--- src/rtl/fetch_queue.sv ---
`default_nettype none
// ==========================================================================
// fetch_queue : fetch-to-decode instruction FIFO with flush (optional
// same-cycle bypass when FETCH_QUEUE_BYPASS_EN is defined).  Rev 1.0
// ==========================================================================
module fetch_queue #(
  parameter int N     = 64,
  parameter int W     = 32,
  parameter int DEPTH = 4
) (
  input  logic                     clk,
  input  logic                     reset,
  input  logic                     enq_valid_F,
  input  logic [N-1:0]             enq_pc_F,
  input  logic [W-1:0]             enq_instr_F,
  output logic                     enq_ready_F,
  output logic                     deq_valid_D,
  output logic [N-1:0]             deq_pc_D,
  output logic [W-1:0]             deq_instr_D,
  input  logic                     deq_ready_D,
  input  logic                     flush_D,
  output logic [$clog2(DEPTH):0]   count_D
);

  localparam int AW = $clog2(DEPTH);
  localparam logic [AW:0] CAP = (AW+1)'(DEPTH);

  logic [N-1:0]  pc_mem    [DEPTH];
  logic [W-1:0]  instr_mem [DEPTH];
  logic [AW-1:0] head;
  logic [AW-1:0] tail;
  logic [AW:0]   count;
  logic          has_entry;
  logic          bypass;
  logic          enq_fire;
  logic          deq_fire;

  assign has_entry   = (count != '0);
  assign enq_ready_F = (count < CAP);
  assign count_D     = count;

`ifdef FETCH_QUEUE_BYPASS_EN
  // Empty queue forwards the fetch entry straight to decode.
  assign bypass = !has_entry && enq_valid_F && !flush_D;

  always_comb begin
    deq_pc_D    = '0;
    deq_instr_D = '0;
    if (has_entry) begin
      deq_pc_D    = pc_mem[head];
      deq_instr_D = instr_mem[head];
    end else if (bypass) begin
      deq_pc_D    = enq_pc_F;
      deq_instr_D = enq_instr_F;
    end
  end
`else
  assign bypass = 1'b0;

  always_comb begin
    deq_pc_D    = '0;
    deq_instr_D = '0;
    if (has_entry) begin
      deq_pc_D    = pc_mem[head];
      deq_instr_D = instr_mem[head];
    end
  end
`endif

  assign deq_valid_D = has_entry || bypass;

  // A bypassed entry consumed by decode never touches storage.
  assign enq_fire = enq_valid_F && enq_ready_F && !flush_D && !(bypass && deq_ready_D);
  assign deq_fire = has_entry && deq_ready_D && !flush_D;

  always_ff @(posedge clk) begin
    if (enq_fire) begin
      pc_mem[tail]    <= enq_pc_F;
      instr_mem[tail] <= enq_instr_F;
    end
  end

  // Pointer width is log2(DEPTH), so natural overflow gives modulo-DEPTH wrap.
  always_ff @(posedge clk or negedge reset) begin
    if (!reset) begin
      head  <= '0;
      tail  <= '0;
      count <= '0;
    end else if (flush_D) begin
      head  <= '0;
      tail  <= '0;
      count <= '0;
    end else begin
      if (enq_fire) tail <= tail + 1'b1;
      if (deq_fire) head <= head + 1'b1;
      case ({enq_fire, deq_fire})
        2'b10:   count <= count + 1'b1;
        2'b01:   count <= count - 1'b1;
        default: count <= count;
      endcase
    end
  end

endmodule
`default_nettype wire

--- config.mk ---
export PLATFORM = sky130hd
export DESIGN_NAME = fetch_queue
export DESIGN_NICKNAME = d
export VERILOG_FILES = /design/src/rtl/fetch_queue.sv
export SDC_FILE = /design/constraint.sdc
export NUM_CORES = 1
export LEC_CHECK = 0
export ABC_AREA = 1
export BUFFER_PORTS_ARGS = -buffer_cell sky130_fd_sc_hd__buf_4
export CORE_MARGIN = 4
export CORE_UTILIZATION = 40
export CTS_BUF_LIST = sky130_fd_sc_hd__clkbuf_8
export CTS_CLUSTER_DIAMETER = 200
export DETAILED_ROUTE_END_ITERATION = 8
export PLACE_DENSITY = 0.55
export RECOVER_POWER = 100
export SETUP_SLACK_MARGIN = 0.2
export SLEW_MARGIN = 20
export SYNTH_ARGS = -nofsm -noshare
export SYNTH_HDL_FRONTEND = slang
export SYNTH_SLANG_ARGS = --single-unit
--- constraint.sdc ---
create_clock -name clk -period 6.2 [get_ports clk]
set_input_delay 0.62 -clock clk [delete_from_list [all_inputs] [get_ports clk]]
set_output_delay 0.62 -clock clk [all_outputs]
set_load 0.02 [all_outputs]
After elaboration in Yosys (flattened, before gate mapping)
Memories as Yosys holds them, arrays and structs flattened.
Index checks and enable logic that the tools add are counted.
{ "word_totals": {"regBits": 7, "mem_bits_rw": 384, "input_bits": 101, "output_inout_bits": 101, "word_cells": 31, "n_memories": 2} }
{ "classes": {"add_sub_neg": 4, "magnitude_cmp": 1, "n_eq_ne": 2, "n_mux": 10, "reduce_logical": 9} }
{ "memory_table": {"columns": ["memory", "depth", "width", "read_ports", "rd_ports_with_merged_regs", "wr", "line", "source"], "rows": [
  ["pc_mem", 4, 64, 1, 0, 1, "28", "logic [N-1:0] pc_mem [DEPTH];"],
  ["instr_mem", 4, 32, 1, 0, 1, "29", "logic [W-1:0] instr_mem [DEPTH];"]
]} }
{ "ops": {"columns": ["op", "n"], "rows": [
  ["$mux W64", 1],
  ["$mux W32", 1],
  ["$mux W2", 4],
  ["$pmux W3 S2", 1],
  ["$reduce_bool A3 Y1", 2],
  ["$add A2 B1 Y2 const B", 2],
  ["$logic_and A1 B1 Y1", 4],
  ["$reduce_bool A2 Y1", 2],
  ["$add A3 B1 Y3 const B", 1],
  ["$lt A3 B3 Y1 const B", 1],
  ["$mux W3", 1],
  ["$sub A3 B1 Y3 const B", 1],
  ["$eq A2 B1 Y1 const B", 1],
  ["$eq A2 B2 Y1 const B", 1],
  ["$mux W1", 2],
  ["$logic_not A1 Y1", 1]
]} }

Logic depth before layout (Yosys ltp)
{ "depth": {"depth_word": 6, "mapped_depth": 11} }

Least setup slack after synthesis
No wires, ideal clock.
{ "synth_timing": {"kind": "register -> register", "from": "reg count[2], in the netlist count_D[2]", "to": "mem instr_mem[0][0] (enable)", "t_arrival_ns": 4.982, "required_ns": 5.649, "setup_slack_ns": 0.667, "path_stages_with_launch": 6, "n_path_buf": 0, "cell_sequence": "dfrtp_1 > inv_2 > nand2_1 > nor2_2 > inv_1 > nor2_1"} }
{ "synth_between": {"elab_chain_cells": 5} }
{ "synth_rtl": {"columns": ["item", "line", "source"], "rows": [
  ["from (decl)", "32", "logic [AW:0] count;"],
  ["from (signal assigned)", "97", "2'b10: count <= count + 1'b1;"],
  ["from (signal assigned)", "98", "2'b01: count <= count - 1'b1;"],
  ["from (signal assigned)", "99", "default: count <= count;"],
  ["$lt A3 B3 Y1", "39", "assign enq_ready_F = (count < CAP);"],
  ["named net enq_ready_F", "16", "output logic enq_ready_F,"],
  ["$logic_and A1 B1 Y1 (2 in a row)", "73", "assign enq_fire = enq_valid_F && enq_ready_F && !flush_D && !(bypass && deq_ready_D);"],
  ["$mux W1", "77", "if (enq_fire) begin"],
  ["$mux W1 (implied by the code)", "79", "instr_mem[tail] <= enq_instr_F;"],
  ["to (decl)", "29", null]
]} }
The timed path passes the listed nets, and every way through them passes these cells.

Worst setup path after layout
{ "layout_timing": {"from": "reg head[0]", "to": "out deq_pc_D[8]"} }
{ "layout_between": {"elab_chain_cells": 2} }
{ "layout_rtl": {"columns": ["item", "line", "source"], "rows": [
  ["from (decl)", "30", "logic [AW-1:0] head;"],
  ["from (signal assigned)", "95", "if (deq_fire) head <= head + 1'b1;"],
  ["$mem_v2 Z4 W64", null, null],
  ["$mux W64", "63", "if (has_entry) begin"],
  ["to (decl)", "18", "output logic [N-1:0] deq_pc_D,"]
]} }
Every way passes these cells.

==> run summary <==
* 138 — Max Fanout on Critical Path
* sky130_fd_sc_hd__edfxtp_1 — library cell with the largest summed area after synthesis
* 8 — total of max-cap violations
* 4.00 ns — Arr. time, crit path
* 10.3% — simple-gate area share of the yosys netlist
* 512 — initial DRC count
* sky130_fd_sc_hd__clkbuf_1 — dominant cell type by count on the critical path
* 0 — final antenna-violating net count
* 0.0188 ns — clock skew
* 4 — antenna violations before repair
* inv_6, clkbuf_1, o21ai_0, a21oi_1, clkbuf_1 — cell breakdown of the critical path
* 139 — pin count of the biggest net entering global routing
* 1.79% — fraction of registers with async set/reset
* in -> reg — type of the most critical hold path
* 15300 um^2 — post-synthesis cell area
* max-capacitance violations, max-slew violations — violated checks
* 0 — final count of hold timing violations
* 75.3% — fraction of post-synthesis cell area in the top cell type by area
* -128% — worst max-slew margin expressed relative to the limit
* 0.00592 uW — static power due to leakage
* 0 — total gr overflow
* 0 — number of synthesis warnings
* 3140 um^2 — multi-input combinational cell area
* 40.6% — effective utilization at floorplan
* output pin — endpoint type of the worst setup path
* 0.268 ns — Final Hold Slack
* 0.98 ns — CP peak stage delay
* 15.0% — signed area change from the synthesized netlist to the final layout
* 19500 um — Detail Placement HPWL
* 74.5% — Period Utilization, post-route
* 18.2 um — routed wirelength normalized by instance count
* 391 — number of clock sinks seen by CTS
* done — clock tree from TritonCTS
* 0.746 — final estimated routing congestion in global placement
* 315 nW/um^2 — power density normalized to cell area
* 1515 — nets@finish
* 11700 um^2 — register area
* 4.85 — via density per instance
* sky130_fd_sc_hd__edfxtp_1 (75%), sky130_fd_sc_hd__nor2_1 (9.6%), sky130_fd_sc_hd__o21ai_1 (3.6%), sky130_fd_sc_hd__a21oi_1 (3.2%), sky130_fd_sc_hd__o21ai_0 (2.7%) — largest cells by area after synthesis
* 0.06 ns — clock-pin transition on the worst setup and hold timing paths
* 67 — number of buffers created by CTS
* 216 MHz — Highest Clock Rate
* 202 — total I/O pin count
* 1195 — Syn Inst Count
* reg -> out — Critical Setup Path Class
* 0.0572% — xor-xnor portion of the synthesized cell area
* 391 — synthesized flop and latch total
* simple AND/OR/NAND/NOR gates — main combinational cell family by area after synthesis
* sky130_fd_sc_hd__clkbuf_8 — Clk Tree Root Cell
* 37800 um^2 — core footprint
* 41500 um^2 — floorplan die area
* 0 — DRC violations left
* 24 — number of unique standard cell types used by synthesis
* 0 — number of failing setup endpoints in the final timing report
* 0 — postcts setup bufs
* sky130_fd_sc_hd__nor2_1 — most repeated cell in the gate-level netlist after synthesis
* flop — Startpoint Class
* 0.457% — Synth Area in Adders
* 204 um — width of the die
* 55000 um — global-route wire length before repair
* 3 — H-tree depth reported by CTS
* 9576 — number of vias after detailed routing
* 17200 um^2 — Area after DPL
* sky130_fd_sc_hd__nor2_1 (390), sky130_fd_sc_hd__edfxtp_1 (384), sky130_fd_sc_hd__o21ai_1 (111) — leading post-synthesis cells by instance count
* 36000 um — detailed-route wire length
* 384 — number of synthesized flops with an enable pin
* 12.8 um^2 — average footprint of a synthesized cell
* 7.19% — fraction of layout cells with a size suffix above 1
* 0 ns — setup tns final
* 0.61 ns — insertion delay to the later sink of the worst-skew pair
* 201 — IO buf count
* 76.4% — sequential fraction of the synthesis area
* 5.58 ns — Worst Path Required
* 3 — Max clock buf depth
* complete, but fails checks — outcome
* 0% — mux contribution to synthesized area
* 17.1% — global routing usage summed across all routing layers
* 9.66% — Compound-Gate Fraction of Synth Area
* 204 um — die height
* 17600 um^2 — final design instance area without fill
* sky130_fd_sc_hd__edfxtp_1 — dominant synthesized flop cell
* 441 — final count of pins violating max slew
* 1301 — synthesized netlist net count
* 3523 — number of fillers in the final layout
* 4 — TritonRoute pass-1 iters
* sky130_fd_sc_hd__clkbuf_1 — slowest library cell on the worst path
* 46.6% — core occupancy in the finished layout
* 71 — placement row count
* 0.148 mV — Max rail drop VDD
* no — unrepaired setup endpoints after global routing
* 9667 — number of global-route vias before repair
* 3.43 ns — transition time at the pin with the least slew margin
* 4.62 ns — minimum clock period after layout
-- cell type report --
class / instances / area share, %
tap: 511 / 3.63
clock inverter: 54 / 1.31
inverter: 14 / 0.348
timing repair buffer: 219 / 5.13
multi-input combinational: 716 / 17.8
clock buffer: 67 / 5.24
antenna: 2 / 0.0284
sequential: 391 / 66.5
-- report_power, final --
group | internal, uW | switching, uW | total [uW]
registers | 2980 | 20.1 | 3000
logic | 129 | 399 | 529
clock network | 1010 | 1000 | 2010
total | 4120 | 1420 | 5550
-- logic make-up after synthesis --
logic type	Yosys count
adders and majority gates	5
DFF	391
xor gates and xnor gates	1
AOI/OAI and AO/OA	295
and+or+nand+nor	415
buffers and inverters	88
-- critical path: cells and delay by family (launching register included) --
family,cells,cell delay [ns]
flops,1,0.62
compound gates,2,0.58
buf+inv,3,2.04
-- worst paths after layout --
kind / to / from / depth (start not counted) / slack (ns)
max: deq_pc_D[8] / head[0] / 5 / 1.58
min: instr_mem[2][6] / enq_instr_F[6] / 1 / 0.27
max reg2reg: pc_mem[3][54] / count_D[2] / 6 / 1.81
min reg2reg: count_D[2] / count_D[2] / 2 / 0.57
max in group asynchronous: head[1] / reset / 2 / 5.36
min in group asynchronous: count_D[1] / reset / 2 / 0.49
-- metrics by stage --
stage,instances,power [uW],setup WS [ns]
final,1974,5550,1.58
after global placement,1850,3670,2.99
after CTS,1972,5710,2.32
after floorplan,1195,3410,0.667
after detailed placement,1850,3670,2.99
after global routing,1972,5820,1.20
-- registers in the layout, indices dropped and copies added (netlist names) --
signal / count
pc_mem: 256
instr_mem: 128
count_D: 3
head: 2
tail: 2
-- metal layers --
metal | vias up | GRT usage [%] | part of all wire, %
met2 | 213 | 27.0 | 47
met5 | - | 0 | 0.14
met3 | 51 | 4.53 | 5.2
li1 | 4675 | - | -
met1 | 4629 | 23.0 | 45
met4 | 8 | 6.43 | 2.0
-- cells in the final DEF (no fill, tap or decap) --
cell and instances:
sky130_fd_sc_hd__edfxtp_1 384, sky130_fd_sc_hd__ha_1 4, sky130_fd_sc_hd__clkbuf_2 3, sky130_fd_sc_hd__xnor2_1 1, sky130_fd_sc_hd__fa_1 1, sky130_fd_sc_hd__inv_6 3, sky130_fd_sc_hd__dlygate4sd3_1 1, sky130_fd_sc_hd__inv_1 44
sky130_fd_sc_hd__clkinv_1 12, sky130_fd_sc_hd__nor2_4 2, sky130_fd_sc_hd__clkbuf_8 67, sky130_fd_sc_hd__inv_4 1, sky130_fd_sc_hd__nand3_1 2, sky130_fd_sc_hd__nand2_4 1, sky130_fd_sc_hd__clkbuf_1 196, sky130_fd_sc_hd__nor2_1 390
sky130_fd_sc_hd__dfrtp_4 1, sky130_fd_sc_hd__a21oi_1 100, sky130_fd_sc_hd__dfrtp_1 6, sky130_fd_sc_hd__nand2_1 20, sky130_fd_sc_hd__clkinvlp_4 4, sky130_fd_sc_hd__o21ai_0 88, sky130_fd_sc_hd__clkinv_2 4, sky130_fd_sc_hd__buf_4 19
sky130_fd_sc_hd__diode_2 2, sky130_fd_sc_hd__o21ai_1 107
-- timing repair --
item | 4_1_cts | 5_1_grt
hold buffers | 1 | 0
gates resized for setup | 0 | 0
hold endpoints to repair | 7 | 0
setup endpoints to repair | 0 | 0
Note: power is estimated with default switching activity, not from simulation.
